`config.mk`:
```
export PLATFORM = sky130hd
export DESIGN_NAME = dead_time_gen_flat
export DESIGN_NICKNAME = d
export VERILOG_FILES = /design/src/rtl/dead_time_gen_if.sv /design/src/rtl/dead_time_gen.sv /design/src/flat_wrapper.sv
export SDC_FILE = /design/constraint.sdc
export NUM_CORES = 1
export LEC_CHECK = 0
export CAP_MARGIN = 20
export CORE_MARGIN = 4
export CORE_UTILIZATION = 50
export CTS_BUF_LIST = sky130_fd_sc_hd__clkbuf_8
export DETAILED_ROUTE_END_ITERATION = 12
export GPL_TIMING_DRIVEN = 0
export PLACE_DENSITY = 0.83
export SETUP_SLACK_MARGIN = 0.02
export SKIP_LAST_GASP = 1
export SLEW_MARGIN = 20
export SYNTH_ARGS = -nofsm -noshare
export SYNTH_HDL_FRONTEND = slang
export SYNTH_SLANG_ARGS = --single-unit
export TNS_END_PERCENT = 30
```
`constraint.sdc`:
```
create_clock -name clk_50 -period 2.2 [get_ports clk_50]
set_input_delay 0.55 -clock clk_50 [delete_from_list [all_inputs] [get_ports clk_50]]
set_output_delay 0.55 -clock clk_50 [all_outputs]
set_load 0.01 [all_outputs]
```
`src/rtl/dead_time_gen_if.sv`:
```
// Leg interface: enable/PWM/fault controls toward dead_time_gen; gate commands and status back.
// Combinational bundle only; clock and reset stay plain ports on the block.
interface dead_time_gen_if;
    logic enable;
    logic pwm_in;
    logic fault_in;
    logic fault_clr;
    logic gate_hi;
    logic gate_lo;
    logic in_dead_time;
    logic fault_latched;

    modport master (
        output enable, pwm_in, fault_in, fault_clr,
        input  gate_hi, gate_lo, in_dead_time, fault_latched
    );

    modport slave (
        input  enable, pwm_in, fault_in, fault_clr,
        output gate_hi, gate_lo, in_dead_time, fault_latched
    );
endinterface

```
`src/rtl/dead_time_gen.sv`:
```
// Dead-time generator for one inverter leg: complementary registered gates, shoot-through lockout, sticky fault.
// Gate falls 2 edges after pwm_in changes, incoming gate DEAD_CYCLES later; DTG_MIN_PULSE_EN adds a MIN_PULSE glitch filter.
module dead_time_gen #(
    parameter int DEAD_CYCLES = 50,
    parameter int MIN_PULSE   = 10
) (
    input  logic           clk_50,
    input  logic           rst,
    dead_time_gen_if.slave dif
);
    localparam int            CW     = $clog2(DEAD_CYCLES + 1);
    localparam logic [CW-1:0] RELOAD = CW'(DEAD_CYCLES - 1);

    if (DEAD_CYCLES < 1 || DEAD_CYCLES > 1023) begin : g_bad_dead_cycles
        $error("dead_time_gen: DEAD_CYCLES must be within 1..1023");
    end
    if (MIN_PULSE < 1) begin : g_bad_min_pulse
        $error("dead_time_gen: MIN_PULSE must be at least 1");
    end

    logic pwm_q;

`ifdef DTG_MIN_PULSE_EN
    localparam int FW = $clog2(MIN_PULSE + 1);

    logic [FW-1:0] flt_cnt_q, flt_cnt_d;
    logic          pwm_d;

    // A new level is accepted on its MIN_PULSE-th consecutive sample; any bounce restarts the count.
    always_comb begin
        flt_cnt_d = '0;
        pwm_d     = pwm_q;
        if (dif.pwm_in != pwm_q) begin
            if (flt_cnt_q == FW'(MIN_PULSE - 1)) begin
                pwm_d = dif.pwm_in;
            end else begin
                flt_cnt_d = flt_cnt_q + 1'b1;
            end
        end
    end

    always_ff @(posedge clk_50 or negedge rst) begin
        if (!rst) begin
            flt_cnt_q <= '0;
            pwm_q     <= 1'b0;
        end else begin
            flt_cnt_q <= flt_cnt_d;
            pwm_q     <= pwm_d;
        end
    end
`else
    always_ff @(posedge clk_50 or negedge rst) begin
        if (!rst) begin
            pwm_q <= 1'b0;
        end else begin
            pwm_q <= dif.pwm_in;
        end
    end
`endif

    typedef enum logic [2:0] {IDLE, DT, HI_ON, LO_ON, FAULT} state_t;

    state_t        state_q;
    logic [CW-1:0] cnt_q;
    logic          tgt_q;
    logic          gate_hi_q;
    logic          gate_lo_q;
    logic          dt_q;
    logic          fault_q;

    // Branch order encodes priority: fault, then disable, then PWM change, then counter expiry.
    always_ff @(posedge clk_50 or negedge rst) begin
        if (!rst) begin
            state_q   <= IDLE;
            cnt_q     <= '0;
            tgt_q     <= 1'b0;
            gate_hi_q <= 1'b0;
            gate_lo_q <= 1'b0;
            dt_q      <= 1'b0;
            fault_q   <= 1'b0;
        end else if (dif.fault_in) begin
            state_q   <= FAULT;
            cnt_q     <= '0;
            gate_hi_q <= 1'b0;
            gate_lo_q <= 1'b0;
            dt_q      <= 1'b0;
            fault_q   <= 1'b1;
        end else if (state_q == FAULT) begin
            if (dif.fault_clr) begin
                state_q <= IDLE;
                fault_q <= 1'b0;
            end
        end else if (!dif.enable) begin
            state_q   <= IDLE;
            cnt_q     <= '0;
            gate_hi_q <= 1'b0;
            gate_lo_q <= 1'b0;
            dt_q      <= 1'b0;
        end else begin
            case (state_q)
                IDLE: begin
                    state_q <= DT;
                    cnt_q   <= RELOAD;
                    tgt_q   <= pwm_q;
                    dt_q    <= 1'b1;
                end
                DT: begin
                    if (pwm_q != tgt_q) begin
                        cnt_q <= RELOAD;
                        tgt_q <= pwm_q;
                    end else if (cnt_q == '0) begin
                        state_q   <= tgt_q ? HI_ON : LO_ON;
                        gate_hi_q <= tgt_q;
                        gate_lo_q <= !tgt_q;
                        dt_q      <= 1'b0;
                    end else begin
                        cnt_q <= cnt_q - 1'b1;
                    end
                end
                HI_ON, LO_ON: begin
                    if (pwm_q != tgt_q) begin
                        state_q   <= DT;
                        cnt_q     <= RELOAD;
                        tgt_q     <= pwm_q;
                        gate_hi_q <= 1'b0;
                        gate_lo_q <= 1'b0;
                        dt_q      <= 1'b1;
                    end
                end
                default: begin
                    state_q <= IDLE;
                end
            endcase
        end
    end

    assign dif.gate_hi       = gate_hi_q;
    assign dif.gate_lo       = gate_lo_q;
    assign dif.in_dead_time  = dt_q;
    assign dif.fault_latched = fault_q;
endmodule
```
`src/flat_wrapper.sv`:
```
// flat-port wrapper written by rule: the top's interface ports become plain ports
module dead_time_gen_flat 
#(
    parameter int DEAD_CYCLES = 50,
    parameter int MIN_PULSE   = 10
)
  (clk_50, rst, dif_enable, dif_pwm_in, dif_fault_in, dif_fault_clr, dif_gate_hi, dif_gate_lo, dif_in_dead_time, dif_fault_latched);
  dead_time_gen_if dif_i ();
  input  logic clk_50;
  input  logic rst;
  input wire logic [$bits(dif_i.enable)-1:0] dif_enable;
  input wire logic [$bits(dif_i.pwm_in)-1:0] dif_pwm_in;
  input wire logic [$bits(dif_i.fault_in)-1:0] dif_fault_in;
  input wire logic [$bits(dif_i.fault_clr)-1:0] dif_fault_clr;
  output wire logic [$bits(dif_i.gate_hi)-1:0] dif_gate_hi;
  output wire logic [$bits(dif_i.gate_lo)-1:0] dif_gate_lo;
  output wire logic [$bits(dif_i.in_dead_time)-1:0] dif_in_dead_time;
  output wire logic [$bits(dif_i.fault_latched)-1:0] dif_fault_latched;
  assign dif_i.enable = dif_enable;
  assign dif_i.pwm_in = dif_pwm_in;
  assign dif_i.fault_in = dif_fault_in;
  assign dif_i.fault_clr = dif_fault_clr;
  assign dif_gate_hi = dif_i.gate_hi;
  assign dif_gate_lo = dif_i.gate_lo;
  assign dif_in_dead_time = dif_i.in_dead_time;
  assign dif_fault_latched = dif_i.fault_latched;
  dead_time_gen #(.DEAD_CYCLES(DEAD_CYCLES), .MIN_PULSE(MIN_PULSE)) u_core (.clk_50(clk_50), .rst(rst), .dif(dif_i));
endmodule
```
Yosys cells after proc, flatten, opt, wreduce, memory -nomap -nowiden:

Index checks and enable logic that the tools add are counted.

* logic and storage cells: 83
* bits of input ports: 6
* flip-flop bits (word level): 15
* output and inout port bits: 4

* add/subtract/negate cells: 1
* eq/ne operators: 17
* reduce and logical (&&, ||, !) cells: 14
* muxes and demuxes: 41
* bitwise logic cells: 2

Operator list (count)
* 6-bit 2-to-1 mux: 6
* 1-bit 2-to-1 mux: 22
* 3-bit 2-to-1 mux: 7
* 6-bit case mux with 3 select lines: 1
* 5-bit AND reduction: 3
* 5-bit by 3-bit inequality test with 1-bit output, second input constant: 2
* 5-bit by 4-bit inequality test with 1-bit output, second input constant: 2
* 3-bit case mux with 3 select lines: 1
* 4-bit by 3-bit inequality test with 1-bit output, second input constant: 2
* 4-bit AND reduction: 2
* 3-bit by 2-bit == test with 1-bit output, second input constant: 2
* 6-bit logical NOT: 1
* 1-bit case mux with 2 select lines: 3
* 2-bit nonzero test: 3
* 6-bit by 1-bit subtractor with 6-bit output, second input constant: 1
* 5-bit by 1-bit inequality test with 1-bit output, second input constant: 1
* 4-bit by 1-bit inequality test with 1-bit output, second input constant: 1
* 4-bit inequality test, second input constant: 1
* 3-bit by 1-bit == test with 1-bit output, second input constant: 1
* 3-bit == test, second input constant: 1
* 3-bit logical NOT: 1
* 3-bit inequality test, second input constant: 1
* 1-bit case mux with 3 select lines: 1
* 3-bit OR reduction: 1
* 7 further kinds: 8

Longest topological paths before layout:

Gate-level depths: netlist (run 1).

* word-level depth: 7
* mapped depth: 7
* mapped depth without buffers: 7

Worst setup path after synthesis (run 1):

No wires, ideal clock.

* path type: flip-flop to flip-flop
* from: reg u_core.cnt_q[0]
* to: reg u_core.cnt_q[1]
* required time: 2.123 ns
* period minus slack after synthesis: 1.732 ns
* path buffers: 0
* arrival: 1.656 ns
* setup time: 0.077 ns
* cell stages (with the launch flop): 8
* slack: 0.468 ns
* cells stage by stage: dfrtp_1 -> inv_1 -> ha_1 -> nor2b_1 -> a31o_1 -> and2_4 -> or4_1 -> o21ai_1

* cells in the longest elaborated chain, start to end: 7
* elaborated cells between the ends (all ways): 10
* those cells by class: add/sub: 1; eq/ne: 1; mux: 6; reduce/logical: 2

Ends and longest elaborated chain
* from (decl): RTL line dead_time_gen.sv:64 `logic [CW-1:0] cnt_q;`
* from (signal assigned): RTL line dead_time_gen.sv:117 `cnt_q <= cnt_q - 1'b1;`
* 6-bit by 1-bit subtractor with 6-bit output: RTL line dead_time_gen.sv:117
* 6-bit 2-to-1 mux: RTL line dead_time_gen.sv:111 `end else if (cnt_q == '0) begin`
* 6-bit 2-to-1 mux: RTL line dead_time_gen.sv:108 `if (pwm_q != tgt_q) begin`
* 6-bit case mux with 3 select lines: RTL line dead_time_gen.sv:100 `case (state_q)`
* 6-bit 2-to-1 mux: RTL line dead_time_gen.sv:93 `end else if (!dif.enable) begin`
* 6-bit 2-to-1 mux: RTL line dead_time_gen.sv:88 `end else if (state_q == FAULT) begin`
* 6-bit 2-to-1 mux: RTL line dead_time_gen.sv:81 `end else if (dif.fault_in) begin`

Parallel ways exist; a longest one is shown, timed or not. The select of a mux whose other input is x is not followed.
A chain may end at the register's enable or synchronous reset.

Worst setup path after layout (run 1):

* from: in dif_fault_in
* to: reg u_core.cnt_q[1]

* cells in the longest elaborated chain, start to end: 2
* elaborated cells between the ends (all ways): 6
* those cells by class: eq/ne: 4; mux: 1; reduce/logical: 1

Ends and longest elaborated chain
* from (decl): RTL line flat_wrapper.sv:13 `input wire logic [$bits(dif_i.fault_in)-1:0] dif_fault_in;`
* 5-bit by 4-bit inequality test with 1-bit output (no line), or another cell as far along
* 4-bit AND reduction (no line)

Parallel ways exist; a longest one is shown, timed or not.

==> run summary, run 1 <==
Top cells by count, synth - dfrtp_1, nand2_1, a21oi_1
Final slew viol count - 0
Synth area leaders - dfrtp_1, nand2_1, a21oi_1, ha_1, mux2_2
Gate power share - 17.5%
Buffers on Ports - 9
Layout cells sized above 1 - 15.3%
Ys flop type - dfrtp_1
Latest clock arrival within the worst-skew pair - 0.25 ns
Max cap viols - 0
Initial antenna violation count - 0
Dpl cells - 110
Worst r2r dst - u_core.cnt_q[3]
Sw frac - 27.3%
Pwr/cell area - 643 mW/mm2
Num rows - 14
Hpwl dp - 1.18 mm
Data arrival, critical path - 2.26 ns
Synthesized area - 833 um2
1st-pass router iterations - 4
R2r startpoint - u_core.state_q[1]
Worst hold stages - 1
Post-synthesis async set-or-reset flop share - 100%
Initial DRC Count - 10
CTS clk-pin slew, worst paths - 0.06 ns
Detailed Route WL - 1.63 mm
Via count - 679
Synth Instances - 85
WHS Endpoint - u_core.dif.fault_latched
Worst path slowest cell - clkdlybuf4s50_1
Worst setup SP type - input pin
Post-DRT Antenna Nets - 0
Maximum clock insertion buffer count - 2
Non-Filler Instances - 114
First-pass GRT wire length - 2.73 mm
Crit-path leading delay family - simple AND/OR/NAND/NOR gates
Die width - 48.8 um
Mapped Nets - 93
Dpl cell area - 943 um2
Placer's final routability congestion estimate - 0.844
Clk pwr share - 34.0%
Crit-path cells - clkdlybuf4s50_1 > or3b_1 > buf_2 > nor2_2 > and2_4 > or4_1 > o21ai_1
Root buffer cell - clkbuf_8
Setup WS pre-CTS - -0.184 ns
CTS tree - yes
Distinct cells, synth - 39
Fill count - 141
Max-slew headroom - 55.8%
FF+latch count, synth - 15
Internal - 0.000469 W
Max FO, Critical Path - 6
Post-synth EDFFs - 0
Fin area - 0.00100 mm2
Synth area leader - dfrtp_1
Final Skew - 0.00569 ns
Hold_buf cts - 0
Fin nets - 107
NetSw - 0.000176 W
Status - complete, no violations
Final setup vio count - 0
Hold/Removal Path Class - register to register
Post-synth top area share - 45.0%
I/O pin count - 10
Tmin final - 2.09 ns
Avg WL per Cell - 14.3 um
Worst Path Buf+Inv - 2
Most frequent cell after synthesis - dfrtp_1
Die height - 48.8 um
Leak - 0.426 nW
H-Tree Depth - 1
WP data required - 2.37 ns
GRT overflow - 0
Avg Vias per Cell - 5.96
N_diodes - 0
Drt drc - 0
Clock sinks - 15
Critical path type - input pin to register
Core Area - 0.00154 mm2
Hold path start - u_core.dif.fault_latched
Fin crit share - 94.9%
Worst setup EP type - register
Num CTS Buffers - 3
Syn avg cell area - 9.80 um2
Ys Warns - 0
Starting density of the core - 54.1%
Setup TNS - 0 ns
Vias in the first global route - 643
Sequential area share after synthesis - 45.0%
FF-to-FF path depth - 5
FMAX - 0.479 GHz
Hold WS - 0.475 ns
Final hold viol count - 0
Reg power frac - 48.5%
RSZ-0062 raised after global routing - yes
Overall routing resource usage - 14.5%
Largest net degree at the start of global routing - 16
Crit path largest cell delay - 0.56 ns
Area grow syn2layout - 20.6%
Setup ws final - 0.113 ns
DIE AREA - 0.00238 mm2
Peak supply drop - 0.435 mV
R2R Setup Slk - 0.28 ns
Slew @ Worst Pin - 0.661 ns
worst register-to-register path, delay by kind of cell (launching register included):
kind	cells	cell delay, ns
AND/OR/NAND/NOR	4	1.21
AO/OA/AOI/OAI	1	0.18
flip-flops	1	0.46
layer usage:
layer	routed length (um)	vias up	share of wire (%)	GRT usage (%)
met4	29	0	1.8	8.52
met3	73	3	4.5	3.98
met5	0	-	0	0
met1	724	327	45	17.9
li1	-	338	-	-
met2	797	11	49	22.4
final cells by class:
| type | count | area, um2 | area share (%) |
|---|---|---|---|
| plain buffers | 1 | 5.00 | 0.498 |
| flip-flops and latches | 15 | 375 | 37.4 |
| clock buffers | 3 | 41.3 | 4.11 |
| well taps | 16 | 20.0 | 1.99 |
| clock inverters | 1 | 5.00 | 0.498 |
| repair buffers | 9 | 90.1 | 8.97 |
| multi-input cells | 66 | 457 | 45.5 |
| inverters | 3 | 11.3 | 1.12 |
flip-flops by register name, indices dropped and copies added (netlist names):
signal / flops
u_core.cnt_q: 6
u_core.dif.fault_latched: 1
u_core.dif.gate_hi: 1
u_core.dif.gate_lo: 1
u_core.dif.in_dead_time: 1
u_core.pwm_q: 1
u_core.state_q: 3
u_core.tgt_q: 1
power by group through the flow:
stage               Clock [W]  Combinational [W]  Sequential, W
floorplan                   0          0.0000725       0.000315
global placement            0           0.000107       0.000316
finish               0.000219           0.000113       0.000313
detailed placement          0           0.000110       0.000318
CTS                  0.000225           0.000111       0.000313
global route         0.000235           0.000127       0.000316
through the flow:
stage          utilization [%]  power [W]
3_5_place_dp              61.2   0.000429
3_3_place_gp              61.2   0.000423
6_report                  65.2   0.000646
5_1_grt                   65.2   0.000678
2_1_floorplan                -   0.000387
4_1_cts                   64.2   0.000649
layout by cell type, fill, tap and decap left out, types with 3 or more instances in the layout:
cell type	instances
dfrtp_1	15
nand2_1	10
clkdlybuf4s50_1	9
a21oi_1	6
nor2_1	5
o21ai_0	4
inv_1	3
o21ai_1	3
clkbuf_8	3
timing repair:
action | 4_1_cts | 5_1_grt
buffers inserted | 0 | 0
resized for setup | 0 | 3
endpoints found under the setup margin | 0 | 4
how the worst max path moves through the flow:
| stage | start | endpoint | slack [ns] | cells past startpoint |
|---|---|---|---|---|
| after CTS | dif_enable | u_core.cnt_q[5] | 0.06 | 6 |
| after detailed placement | dif_enable | u_core.cnt_q[5] | -0.18 | 6 |
| after global placement | dif_enable | u_core.cnt_q[5] | -0.16 | 6 |
| after global routing | dif_fault_in | u_core.cnt_q[1] | 0.02 | 7 |
| final | dif_fault_in | u_core.cnt_q[1] | 0.11 | 7 |
| after floorplan | u_core.cnt_q[0] | u_core.cnt_q[1] | 0.47 | 7 |
cells by family after synthesis:
family / Yosys count / synth area share [%]
AOI/OAI and AO/OA: 27 / 22.5
xor gates and xnor gates: 2 / 2.10
muxes: 2 / 2.70
adders and majority gates: 2 / 3.00
DFF: 15 / 45.0
and+or+nand+nor: 33 / 22.7
buffers and inverters: 4 / 1.95
(Power assumes the default switching activity.)
==> inputs of run 2 (changes only) <==
--- a/config.mk
+++ b/config.mk
@@ -18,4 +18,3 @@
 export SYNTH_ARGS = -nofsm -noshare
 export SYNTH_HDL_FRONTEND = slang
 export SYNTH_SLANG_ARGS = --single-unit
-export TNS_END_PERCENT = 30
==> run 2 against run 1 <==
  * Power is essentially flat
  * Combinational power is essentially flat
  * Critical path type unchanged
  * Clock-buffer cell count is the same
  * Critical endpoint is now u_core.cnt_q[5]
  * Critical path depth is the same
  * Cell area grew 0.25%
  * Sequential power is essentially flat
  * First-iteration DRC count is the same
  * Maximum frequency grew 2.0%
==> run summary, run 2 (synthesized netlist as in run 1, its figures left out) <==
Hold/Removal Path Class - register to register
Critical path type - input pin to register
Via count - 679 (unchanged)
Overall routing resource usage - 14.5% (unchanged)
Starting density of the core - 54.1% (unchanged)
CTS clk-pin slew, worst paths - 0.06 ns (about the same)
Worst setup EP type - register
Commonest non-fill, non-tap cell in the layout - dfrtp_1
Placer's final routability congestion estimate - 0.844 (unchanged)
Area grow syn2layout - 20.9%
Gate power share - 17.4% (about the same)
Data arrival, critical path - 2.17 ns (-0.09 ns)
Largest register FFs - 6 (unchanged)
Crit path largest cell delay - 0.52 ns (-0.04 ns)
Die width - 48.8 um (unchanged)
Initial DRC Count - 10 (unchanged)
Core Area - 0.00154 mm2 (unchanged)
Util after Layout - 65.3% (+0.16 points)
FMAX - 0.489 GHz (+2.0%)
Root buffer cell - clkbuf_8
DIE AREA - 0.00238 mm2 (unchanged)
Tmin final - 2.05 ns (-0.0406 ns)
Clock sinks - 15 (unchanged)
Biggest register - u_core.cnt_q
Max FO, Critical Path - 9 (+3)
Leak - 0.435 nW (+2.1%)
CTS tree - yes
Reg power frac - 48.6% (about the same)
Worst path slowest cell - clkdlybuf4s50_1
Worst setup SP type - input pin
Clk pwr share - 34.0% (about the same)
Largest regs - u_core.cnt_q (6), u_core.state_q (3)
Fin crit share - 93.0% (-1.8 points)
Buffers on Ports - 9 (unchanged)
Vias in the first global route - 643 (unchanged)
Peak supply drop - 0.435 mV (about the same)
Hpwl dp - 1.18 mm (unchanged)
Largest net degree at the start of global routing - 16 (unchanged)
Layout cells sized above 1 - 15.3% (unchanged)
Slew @ Worst Pin - 0.664 ns (+0.00284 ns)
Status - complete, no violations
RSZ-0062 raised after global routing - no
NetSw - 0.000176 W (about the same)
Setup WS pre-CTS - -0.184 ns (unchanged)
Max-slew headroom - 55.6% (-0.19 points)
Num rows - 14 (unchanged)
First-pass GRT wire length - 2.73 mm (unchanged)
Fill count - 141 (unchanged)
Final slew viol count - 0 (unchanged)
N_diodes - 0 (unchanged)
H-Tree Depth - 1 (unchanged)
Initial antenna violation count - 0 (unchanged)
Final Skew - 0.00577 ns (+0.0000754 ns)
Final setup vio count - 0 (unchanged)
Hold WS - 0.475 ns (+0.000112 ns)
GRT overflow - 0 (unchanged)
Post-DRT Antenna Nets - 0 (unchanged)
Total power - 0.000645 W (about the same)
Avg Vias per Cell - 5.96 (unchanged)
WP data required - 2.32 ns (-0.05 ns)
Latest clock arrival within the worst-skew pair - 0.25 ns (about the same)
Setup ws final - 0.154 ns (+0.0406 ns)
Drt drc - 0 (unchanged)
Most frequent cells in the layout - dfrtp_1, nand2_1, clkdlybuf4s50_1
Sw frac - 27.3% (about the same)
Hold_buf cts - 0 (unchanged)
Final hold viol count - 0 (unchanged)
Maximum clock insertion buffer count - 2 (unchanged)
Pwr/cell area - 641 mW/mm2 (-0.29%)
Detailed Route WL - 1.62 mm (-0.37%)
Max cap viols - 0 (unchanged)
1st-pass router iterations - 4 (unchanged)
Internal - 0.000469 W (about the same)
Fin nets - 107 (unchanged)
Crit-path cells - clkdlybuf4s50_1 > or3b_1 > buf_2 > nor2_2 > a21oi_4 > a21boi_1 > a2bb2oi_1
Num CTS Buffers - 3 (unchanged)
I/O pin count - 10 (unchanged)
Avg WL per Cell - 14.2 um (-0.37%)
Post-CTS Setup Bufs - 0 (unchanged)
Die height - 48.8 um (unchanged)
[run 2: per-layer routing]
| metal | vias up | routed length (um) | global-route usage (%) |
|---|---|---|---|
| met4 | 0 | 29 | 8.52 |
| li1 | 339 | - | - |
| met3 | 3 | 78 | 3.98 |
| met1 | 324 | 721 | 17.9 |
| met2 | 13 | 790 | 22.4 |
| met5 | - | 0 | 0 |
[run 2: path summary, 6_finish.rpt]
check / from / to / slack [ns] / depth (start not counted)
setup / recovery: dif_enable / u_core.cnt_q[5] / 0.15 / 7
hold / removal: u_core.dif.fault_latched / u_core.dif.fault_latched / 0.47 / 1
setup reg to reg: u_core.tgt_q / u_core.cnt_q[3] / 0.28 / 5
hold reg to reg: u_core.dif.fault_latched / u_core.dif.fault_latched / 0.47 / 1
max in group asynchronous: rst / u_core.cnt_q[4] / 1.06 / 1
min in group asynchronous: rst / u_core.dif.gate_lo / 0.71 / 1
[run 2: layout make-up]
| class | count | area (um2) | share of cell area [%] |
|---|---|---|---|
| inverter | 3 | 11.3 | 1.12 |
| sequential | 15 | 375 | 37.3 |
| buffer | 1 | 5.00 | 0.497 |
| clock inverter | 1 | 5.00 | 0.497 |
| tap | 16 | 20.0 | 1.99 |
| timing repair buffer | 9 | 92.6 | 9.19 |
| clock buffer | 3 | 41.3 | 4.10 |
| multi-input combinational | 66 | 457 | 45.3 |
[run 2: timing repair]
action / CTS / global route
setup endpoints to repair: 0 / 4
hold endpoints to repair: 0 / 0
resized for setup: 0 / 4
[run 2: worst max-delay path, delay by kind of cell]
| kind | cells | cell delay (ns) |
|---|---|---|
| AOI/OAI and AO/OA | 3 | 0.42 |
| buffers and inverters | 2 | 0.68 |
| and+or+nand+nor | 2 | 0.52 |
[run 2: stage by stage]
step	TNS (ns)	cell area, um2	instances
global placement	-0.559	943	110
floorplan	0	833	85
finish	0	1010	114
detailed placement	-0.625	943	110
global route	0	1010	114
CTS	0	990	114
[run 2: power by group through the flow]
stage	clock, W	sequential (W)	combinational, W
floorplan	0	0.000315	0.0000725
global placement	0	0.000316	0.000107
detailed placement	0	0.000318	0.000110
CTS	0.000225	0.000313	0.000111
global route	0.000235	0.000316	0.000126
finish	0.000219	0.000313	0.000113
==> inputs of run 3 (changes only) <==
--- a/config.mk
+++ b/config.mk
@@ -14,7 +14,7 @@
 export PLACE_DENSITY = 0.83
 export SETUP_SLACK_MARGIN = 0.02
 export SKIP_LAST_GASP = 1
-export SLEW_MARGIN = 20
+export SLEW_MARGIN = 15
 export SYNTH_ARGS = -nofsm -noshare
 export SYNTH_HDL_FRONTEND = slang
 export SYNTH_SLANG_ARGS = --single-unit
==> results of run 3 <==
Same layout as run 2: the final DEF is identical, and so are final timing and power.
